--- config.mk ---
export PLATFORM = sky130hd
export DESIGN_NAME = mcu51_cycle_sequencer
export DESIGN_NICKNAME = d
export VERILOG_FILES = /design/src/rtl/mcu51_cycle_sequencer_pkg.sv /design/src/rtl/mcu51_tick_decode.sv /design/src/rtl/mcu51_cycle_sequencer.sv
export SDC_FILE = /design/constraint.sdc
export NUM_CORES = 1
export LEC_CHECK = 0
export BUFFER_PORTS_ARGS = -buffer_cell sky130_fd_sc_hd__buf_4
export CAP_MARGIN = 10
export CORE_ASPECT_RATIO = 1.4
export CORE_MARGIN = 3
export CORE_UTILIZATION = 49
export CTS_CLUSTER_SIZE = 40
export DETAILED_ROUTE_END_ITERATION = 16
export PLACE_DENSITY = 0.7
export SYNTH_ARGS = -nofsm -noshare
export SYNTH_HDL_FRONTEND = slang
export SYNTH_HIERARCHICAL = 1
export SYNTH_SLANG_ARGS = --single-unit
--- constraint.sdc ---
create_clock -name clk -period 2.5 [get_ports clk]
set_input_delay 0 -clock clk [delete_from_list [all_inputs] [get_ports clk]]
set_output_delay 0 -clock clk [all_outputs]
set_load 0.01 [all_outputs]
--- src/rtl/mcu51_cycle_sequencer_pkg.sv ---
// Shared machine-cycle timing constants for the MCU51 sequencer and control unit.
// Tick numbering: tick = 2*(state-1) + phase, 0..11 within one machine cycle.
package mcu51_cycle_sequencer_pkg;

  localparam int TICKS_PER_MC_FIXED = 12;
  localparam int TICK_W             = 4;

  // Address latch strobes, twice per machine cycle
  localparam logic [3:0] TICK_ALE_A0 = 4'd1;
  localparam logic [3:0] TICK_ALE_A1 = 4'd2;
  localparam logic [3:0] TICK_ALE_B0 = 4'd7;
  localparam logic [3:0] TICK_ALE_B1 = 4'd8;
  localparam logic [3:0][3:0] TICK_ALE_ALL = {TICK_ALE_A0, TICK_ALE_A1, TICK_ALE_B0, TICK_ALE_B1};

  // Opcode fetch window (MC0 only)
  localparam logic [3:0] TICK_CS_OP       = 4'd2;
  localparam logic [3:0] TICK_IR          = 4'd3;
  localparam logic [3:0] TICK_PC_OP       = 4'd4;
  localparam logic [3:0] TICK_PSEN_OP_END = 4'd5;

  // Latch sample points
  localparam logic [3:0] TICK_NMC = 4'd4;
  localparam logic [3:0] TICK_F2  = 4'd6;

  // Operand fetch window (any MC with a second-byte request)
  localparam logic [3:0] TICK_CS_B2 = 4'd8;
  localparam logic [3:0] TICK_OPND  = 4'd9;
  localparam logic [3:0] TICK_PC_B2 = 4'd10;
  localparam logic [3:0] TICK_LAST  = 4'd11;

  typedef enum logic [2:0] {
    S1 = 3'd1,
    S2 = 3'd2,
    S3 = 3'd3,
    S4 = 3'd4,
    S5 = 3'd5,
    S6 = 3'd6
  } state_e;

  // Bus strobes produced for one tick
  typedef struct packed {
    logic ale;
    logic psen;
    logic code_cs;
    logic ir_en;
    logic pc_en;
    logic byte_en;
  } strobe_t;

  // Two ticks per state: S1 covers ticks 0/1, S6 covers ticks 10/11
  function automatic state_e tick_to_state(input logic [3:0] t);
    return state_e'(t[3:1] + 3'd1);
  endfunction

endpackage

--- src/rtl/mcu51_tick_decode.sv ---
// Combinational strobe map for the tick about to be displayed.
// The parent registers these values so each strobe is high exactly during its tick.
module mcu51_tick_decode
  import mcu51_cycle_sequencer_pkg::*;
(
  input  logic [3:0] next_tick,
  input  logic       mc0,
  input  logic       fetch2_lat,
  input  logic       ea,
  input  logic       hold,
  output strobe_t    strobes
);

  logic [3:0] ale_hit;

  for (genvar gi = 0; gi < 4; gi++) begin : g_ale
    assign ale_hit[gi] = (next_tick == TICK_ALE_ALL[gi]);
  end

  // Decode bus strobes; a held cycle drives every strobe inactive
  always_comb begin
    strobes      = '0;
    strobes.psen = 1'b1;
    if (!hold) begin
      strobes.ale     = |ale_hit;
      strobes.code_cs = (mc0 && (next_tick == TICK_CS_OP || next_tick == TICK_IR)) ||
                        (fetch2_lat && (next_tick == TICK_CS_B2 || next_tick == TICK_OPND));
      strobes.ir_en   = mc0 && (next_tick == TICK_IR);
      strobes.pc_en   = (mc0 && (next_tick == TICK_PC_OP)) ||
                        (fetch2_lat && (next_tick == TICK_PC_B2));
      strobes.byte_en = fetch2_lat && (next_tick == TICK_OPND);
      // PSEN only strobes for external code; internal ROM fetches keep it idle
      strobes.psen    = ea ||
                        !((mc0 && (next_tick >= TICK_IR) && (next_tick <= TICK_PSEN_OP_END)) ||
                          (fetch2_lat && (next_tick >= TICK_OPND) && (next_tick <= TICK_LAST)));
    end
  end

endmodule

--- src/rtl/mcu51_cycle_sequencer.sv ---
// Machine-cycle sequencer: 12 ticks per MC, 1..4 MCs per instruction.
// Holds the tick/MC counters, instruction-length and second-byte latches and the
// registered bus strobes. A held cycle shows the tick it interrupted with strobes
// idle; the release cycle re-issues that tick's strobes before counting resumes.
module mcu51_cycle_sequencer
  import mcu51_cycle_sequencer_pkg::*;
#(
  parameter int TICKS_PER_MC = 12,
  parameter int MC_W         = 2
) (
  input  logic            clk,
  input  logic            reset,
  input  logic            EA,
  input  logic            hold,
  input  logic [MC_W-1:0] n_mc,
  input  logic            fetch2_req,
  output logic [2:0]      state,
  output logic            Phase,
  output logic [MC_W-1:0] mc_idx,
  output logic            ALE,
  output logic            PSEN,
  output logic            CODE_CS,
  output logic            IR_en,
  output logic            PC_en,
  output logic            byte_en,
  output logic            instr_end
);

  if (TICKS_PER_MC != TICKS_PER_MC_FIXED) begin : g_bad_ticks
    $error("mcu51_cycle_sequencer: TICKS_PER_MC must be 12");
  end

  logic [3:0]      tick_reg, tick_next;
  logic [MC_W-1:0] mc_reg, mc_next;
  logic [MC_W-1:0] n_mc_reg, n_mc_next;
  logic            fetch2_reg, fetch2_next;
  logic            stall_reg;
  state_e          state_reg;
  logic            phase_reg;
  strobe_t         strobe_reg, strobe_next;
  logic            instr_end_reg, instr_end_next;

  // Advance counters and latches; a cycle that followed a hold repeats its tick
  always_comb begin
    tick_next   = tick_reg;
    mc_next     = mc_reg;
    n_mc_next   = n_mc_reg;
    fetch2_next = fetch2_reg;
    if (!stall_reg) begin
      if (tick_reg == TICK_NMC && mc_reg == '0) begin
        n_mc_next = n_mc;
      end
      if (tick_reg == TICK_F2) begin
        fetch2_next = fetch2_req;
      end
      if (tick_reg == TICK_LAST) begin
        tick_next   = '0;
        fetch2_next = 1'b0;
        if (mc_reg < n_mc_next) begin
          mc_next = mc_reg + MC_W'(1);
        end else begin
          // Last MC done: next instruction starts with length unknown
          mc_next   = '0;
          n_mc_next = '0;
        end
      end else begin
        tick_next = tick_reg + 4'd1;
      end
    end
  end

  mcu51_tick_decode u_tick_decode (
    .next_tick  (tick_next),
    .mc0        (mc_next == '0),
    .fetch2_lat (fetch2_next),
    .ea         (EA),
    .hold       (hold),
    .strobes    (strobe_next)
  );

  assign instr_end_next = !hold && (tick_next == TICK_LAST) && (mc_next == n_mc_next);

  // Register counters, latches and every output; reset wins over hold
  always_ff @(posedge clk) begin
    if (!reset) begin
      tick_reg      <= '0;
      mc_reg        <= '0;
      n_mc_reg      <= '0;
      fetch2_reg    <= 1'b0;
      stall_reg     <= 1'b0;
      state_reg     <= S1;
      phase_reg     <= 1'b0;
      strobe_reg    <= '{ale: 1'b0, psen: 1'b1, code_cs: 1'b0, ir_en: 1'b0,
                         pc_en: 1'b0, byte_en: 1'b0};
      instr_end_reg <= 1'b0;
    end else begin
      tick_reg      <= tick_next;
      mc_reg        <= mc_next;
      n_mc_reg      <= n_mc_next;
      fetch2_reg    <= fetch2_next;
      stall_reg     <= hold;
      state_reg     <= tick_to_state(tick_next);
      phase_reg     <= tick_next[0];
      strobe_reg    <= strobe_next;
      instr_end_reg <= instr_end_next;
    end
  end

  assign state     = state_reg;
  assign Phase     = phase_reg;
  assign mc_idx    = mc_reg;
  assign ALE       = strobe_reg.ale;
  assign PSEN      = strobe_reg.psen;
  assign CODE_CS   = strobe_reg.code_cs;
  assign IR_en     = strobe_reg.ir_en;
  assign PC_en     = strobe_reg.pc_en;
  assign byte_en   = strobe_reg.byte_en;
  assign instr_end = instr_end_reg;

endmodule
==> flow_summary.ini, run 1 <==
[outcome]
status = finished clean

[power]
power_leakage_uw = 0.0006425
ir_drop_uv = 251.9
p_seq_frac = 0.529
swShare = 0.2772
p_per_area_mw_per_mm2 = 449.2
combPwrFrac = 0.240
internal-power_uw = 470.1
p_clk_frac = 0.231
netSwitchingPower_uw = 180.3

[layout]
fin_util = 0.6500
drive_gt1_frac = 0.2956
multi_input_area_um2 = 737.0
regArea_um2 = 405.4
nFillCells = 211
area_delta_synth_final_pct = 23.48
antennaDiodeCount = 0
nets = 174
largest_reg_flops = 4

[placement]
hpwlAfterDp_mm = 1.775
place_congestion = 0.8650
io_buffers = 19

[worst_setup_path]
crit_fanout = 5
start_kind = flop
required_ns = 2.70
crit_arrival_ns = 2.57
cp-end-kind = flop
path_class = reg -> reg

[timing]
whs_ns = 0.09080
setup_viol_count_final = 0
finalMaxSlewViolations = 0
slew_headroom = 0.4326
fin_worst_skew_ns = 0.001553
min_period_ns = 2.370
hold_viol = 0
max_freq_mhz = 421.9
tightest_slew_ns = 0.8421
post-route-period-util = 0.9481

[synth]
synthTopCellsByCount = dfxtp_1, and2_1, nor2_1, nand2_1, inv_1
synth_top_family_by_area = simple AND/OR/NAND/NOR gates
yosys.area_share.simple = 0.3095
synthAdderAreaFrac = 0.06403
synth_top_area_share = 0.3415
synthMuxAreaShare = 0.05656
synthDistinctLibCells = 42
yosysTopAreaCell = dfxtp_1
ys_seq_area_frac = 0.3415
synth_enable_flop_cells = 0
syn_nets = 144
synth_compound_area_frac = 0.1323
syn_inst = 131
synth_xor_area_frac = 0.05123
ys_ff_latch = 20
ys.warnings.count = 6
synthArstFlopShare = 0
yosysMostFrequentCell = dfxtp_1
syn_avg_cell_area_um2 = 8.949
netlist_area_mm2 = 0.001172
synth_flop_cell = dfxtp_1
synth_area_leaders = dfxtp_1, and2_1, ha_1

[global_routing]
grt_pass1_vias = 944
grt-ovfl-total = 0
grt_pass1_wl_mm = 3.953
grt_util_all_layers = 0.1744
grt_max_degree = 19
antenna_found_initial = 0

[clock_network]
clock_latency_ns = 0.29
cts_tree = done
clk_pin_slew_ns = 0.11
htreeDepth = 1
cts_inserted_buffers = 3
clock_path_buffers = 2
clock-sinks = 20
cts_root_buf = clkbuf_4

[floorplan]
start_util = 0.5264
top_level_ports = 20
die-area_mm2 = 0.003024
die_h_um = 63.88
core_mm2 = 0.002227
num_rows = 20
fp.dieW_um = 47.34

[flow_run]
cap_violations = 0

[drt]
drcViolationCount = 0
ant_nets = 0
drt-initial-drc-count = 23
detailroute.via_count = 1004
postRouteWirelength_mm = 2.343
first_pass_iters = 4
routed_via_density = 5.547
post_drt_wl_per_cell_um = 12.94

[hold_path]
hold_path.class = in -> reg
layout by cell type, fill, tap and decap left out, drive strengths merged, types with 2 or more instances in the layout:
cell type    instances
mux2                 2
o21a                 2
and2                14
a21boi               4
mux2i                4
dlygate4sd3          3
nor4b                2
buf                 26
a211oi               3
clkbuf               3
inv                  8
o21ai                6
xnor2                2
nand2b               3
ha                   6
nand2               11
a21oi                4
nand3b               3
nor2                13
nand4b               2
dfxtp               20
xor2                 4
cells by family (layout without fill, tap and decap cells):
| group | after synthesis | after routing |
|---|---|---|
| AOI/OAI and AO/OA | 23 | 23 |
| xor gates and xnor gates | 6 | 6 |
| adders and majority gates | 6 | 6 |
| buffers and inverters | 12 | 40 |
| DFF | 20 | 20 |
| muxes | 6 | 6 |
| and+or+nand+nor | 58 | 58 |
cell type report:
class	instances	share of cell area
multi-input cells	99	0.5091
clock buffers	3	0.01556
flip-flops and latches	20	0.2800
inverters	8	0.02074
repair buffers	29	0.1556
well taps	22	0.01901
final timing paths:
path              cells after the start  slack (ns)        start     endpoint
setup / recovery                     13        0.13    mc_idx[1]         PSEN
hold / removal                        3        0.09      n_mc[0]  n_mc_reg[0]
setup reg to reg                     13        0.13    mc_idx[1]         PSEN
hold reg to reg                       2        0.54  n_mc_reg[0]  n_mc_reg[0]
power groups by stage:
stage / clock, uW / sequential, uW / combinational, uW
6_report: 150 / 344 / 156
5_1_grt: 169 / 346 / 175
4_1_cts: 158 / 345 / 150
3_5_place_dp: 0 / 352 / 146
3_3_place_gp: 0 / 351 / 144
2_1_floorplan: 0 / 357 / 94.7
per-stage QoR:
stage	instance area, um2	total power [uW]	TNS [ns]	std cells	worst slack, ns
finish	1448	650.3	0	181	0.1297
global route	1448	690.1	-0.02595	181	-0.02595
CTS	1408	652.5	0	179	0.02059
detailed placement	1365	498.1	0	174	0.04684
global placement	1365	495.3	0	174	0.1331
floorplan	1174	451.5	0	131	0.0007225
critical path: stages, from the launching register on:
cell and delay [ns]:
dfxtp_4 0.38, inv_1 0.08, ha_2 0.20, nand4b_4 0.13, mux2i_1 0.15, ha_2 0.33, nor2_1 0.06, a21oi_2 0.12
o21ai_1 0.10, o31ai_2 0.12, nand4bb_4 0.16, a211oi_2 0.22, o21ai_1 0.08, nand2b_1 0.14
layer usage:
layer / global-route usage / part of all wire / up-vias
met4: 0.07958 / 0.023 / 0
met5: 0 / 0 / -
met2: 0.2819 / 0.51 / 27
met1: 0.2129 / 0.44 / 464
met3: 0.03099 / 0.033 / 8
li1: - / - / 505
repair_timing:
action	4_1_cts	5_1_grt
buffers inserted	0	1
endpoints found under the setup margin	0	4
gates resized for setup	0	10
hold buffers	2	1
endpoints found under the hold margin	2	1
Note: power is estimated with default switching activity, not from simulation.
==> inputs of run 2 (changes only) <==
==> constraint.sdc (replaced) <==
create_clock -name clk -period 2.5 [get_ports clk]
set_input_delay 0.25 -clock clk [delete_from_list [all_inputs] [get_ports clk]]
set_output_delay 0.25 -clock clk [all_outputs]
set_load 0.01 [all_outputs]
==> run 2 against run 1 <==
Net effect:
- non-clock buffer count is 3 lower
- cell count down 1.7%
- routed wire length shrank 1.6%
- core utilization fell by 1.3 points
- total power decreased by 0.62%
- cell area down 2.1%
- largest cell class unchanged
==> flow_summary.ini, run 2 (synthesized netlist as in run 1, its figures left out) <==
[clock_network]
cts_tree = done
clock_latency_ns = 0.29
clk_pin_slew_ns = 0.11
htreeDepth = 1
cts_root_buf = clkbuf_4
clock-sinks = 20
clock_path_buffers = 2
postCtsHoldBufs = 0
cts_inserted_buffers = 3

[worst_setup_path]
max_stage_delay_ns = 0.38
slowest_stage = dfxtp_4
start_kind = flop
required_ns = 2.70
crit_chain = inv_1 -> ha_2 -> nand4b_4 -> mux2i_1 -> ha_2 -> nor2_1 -> a21oi_2 -> o21ai_1 -> o31ai_2 -> nand4bb_4 -> a211oi_2 -> o21ai_1 -> nand2b_1
r2r_slack_ns = 0.13
cp-end-kind = flop
crit_arrival_ns = 2.57
crit_fanout = 5
path_class = reg -> reg

[layout]
area_delta_synth_final_pct = 20.92
multi_input_area_um2 = 737.0
regArea_um2 = 405.4
nFillCells = 209
drive_gt1_frac = 0.3013
nets = 171
layout_common_cells = buf_4, dfxtp_1, and2_1
layout_commonest_cell = buf_4
antennaDiodeCount = 0
largest_reg_flops = 4

[power]
p_per_area_mw_per_mm2 = 455.9
p_clk_frac = 0.232
p_seq_frac = 0.533
internal-power_uw = 467.0
combPwrFrac = 0.235
power_leakage_uw = 0.0006300
power_uw = 646.3
netSwitchingPower_uw = 179.3
swShare = 0.2774
ir_drop_uv = 241.4

[global_routing]
grt_pass1_vias = 946
grt_util_all_layers = 0.1749
grt_pass1_wl_mm = 3.953
grt-ovfl-total = 0
grt_max_degree = 19
antenna_found_initial = 0

[timing]
slew_headroom = 0.4473
min_period_ns = 2.371
hold_viol = 0
tightest_slew_ns = 0.8203
whs_ns = 0.2097
setup_viol_count_final = 0
post-route-period-util = 0.9484
max_freq_mhz = 421.8
fin_worst_skew_ns = 0.001370
finalMaxSlewViolations = 0

[drt]
post_drt_wl_per_cell_um = 12.95
postRouteWirelength_mm = 2.305
routed-wl-met2_mm = 1.155
detailroute.via_count = 974
wl_met3_um = 73
top_layer_used = met4
met1_length_mm = 1.022
drt-initial-drc-count = 32
first_pass_iters = 4
ant_nets = 0
drcViolationCount = 0
routed_via_density = 5.472

[floorplan]
core_mm2 = 0.002227
num_rows = 20
die-area_mm2 = 0.003024
die_h_um = 63.88
fp.dieW_um = 47.34
start_util = 0.5264
top_level_ports = 20

[placement]
io_buffers = 19
hpwlAfterDp_mm = 1.775
place_congestion = 0.8650

[outcome]
status = finished clean

[hold_path]
hold_path.class = in -> reg

[flow_run]
cap_violations = 0
## run 2: cell types whose count changed in the layout (fill, tap and decap cells not counted)
| cell | change |
|---|---|
| dlygate4sd3_1 | -3 |
## run 2: layer usage
metal / vias up / GRT usage
met4: 0 / 0.07958
li1: 500 / -
met1: 445 / 0.2112
met3: 6 / 0.03099
met2: 23 / 0.2852
met5: - / 0
## run 2: metrics by stage
stage	instance area [um2]	setup slack (ns)	utilization	instances	setup TNS [ns]
after floorplan	1174	0.0007225	-	131	0
after global placement	1365	0.1331	0.6129	174	0
after detailed placement	1365	0.04684	0.6129	174	0
after CTS	1388	0.02060	0.6230	177	0
after global routing	1418	-0.02609	0.6365	178	-0.02609
final	1418	0.1289	0.6365	178	0
## run 2: worst paths after layout
path / from / endpoint / cells past startpoint
min: hold / stall_reg / 2
max: mc_idx[1] / PSEN / 13
min reg2reg: n_mc_reg[0] / n_mc_reg[0] / 2
max reg2reg: mc_idx[1] / PSEN / 13
## run 2: critical path, delay by kind of cell (launching register included)
kind / cells / cell delay [ns]
AOI/OAI and AO/OA: 5 / 0.65
adders and majority gates: 2 / 0.53
and+or+nand+nor: 4 / 0.49
DFF: 1 / 0.38
muxes: 1 / 0.15
buffers and inverters: 1 / 0.08
## run 2: power groups by stage
stage	combinational (uW)	clock (uW)	sequential [uW]
5_1_grt	171	169	346
4_1_cts	147	158	345
2_1_floorplan	94.7	0	357
3_3_place_gp	144	0	351
3_5_place_dp	146	0	352
6_report	152	150	344
## run 2: cell type report
class / instances / share of cell area
multi-input combinational: 99 / 0.5199
tap: 22 / 0.01942
timing repair buffer: 26 / 0.1377
inverter: 8 / 0.02118
clock buffer: 3 / 0.01589
sequential: 20 / 0.2860
## run 2: what timing repair did
item / CTS / global route
resized for setup: 0 / 10
buffers inserted: 0 / 1
setup endpoints to repair: 0 / 4
endpoints found under the hold margin: 0 / 0
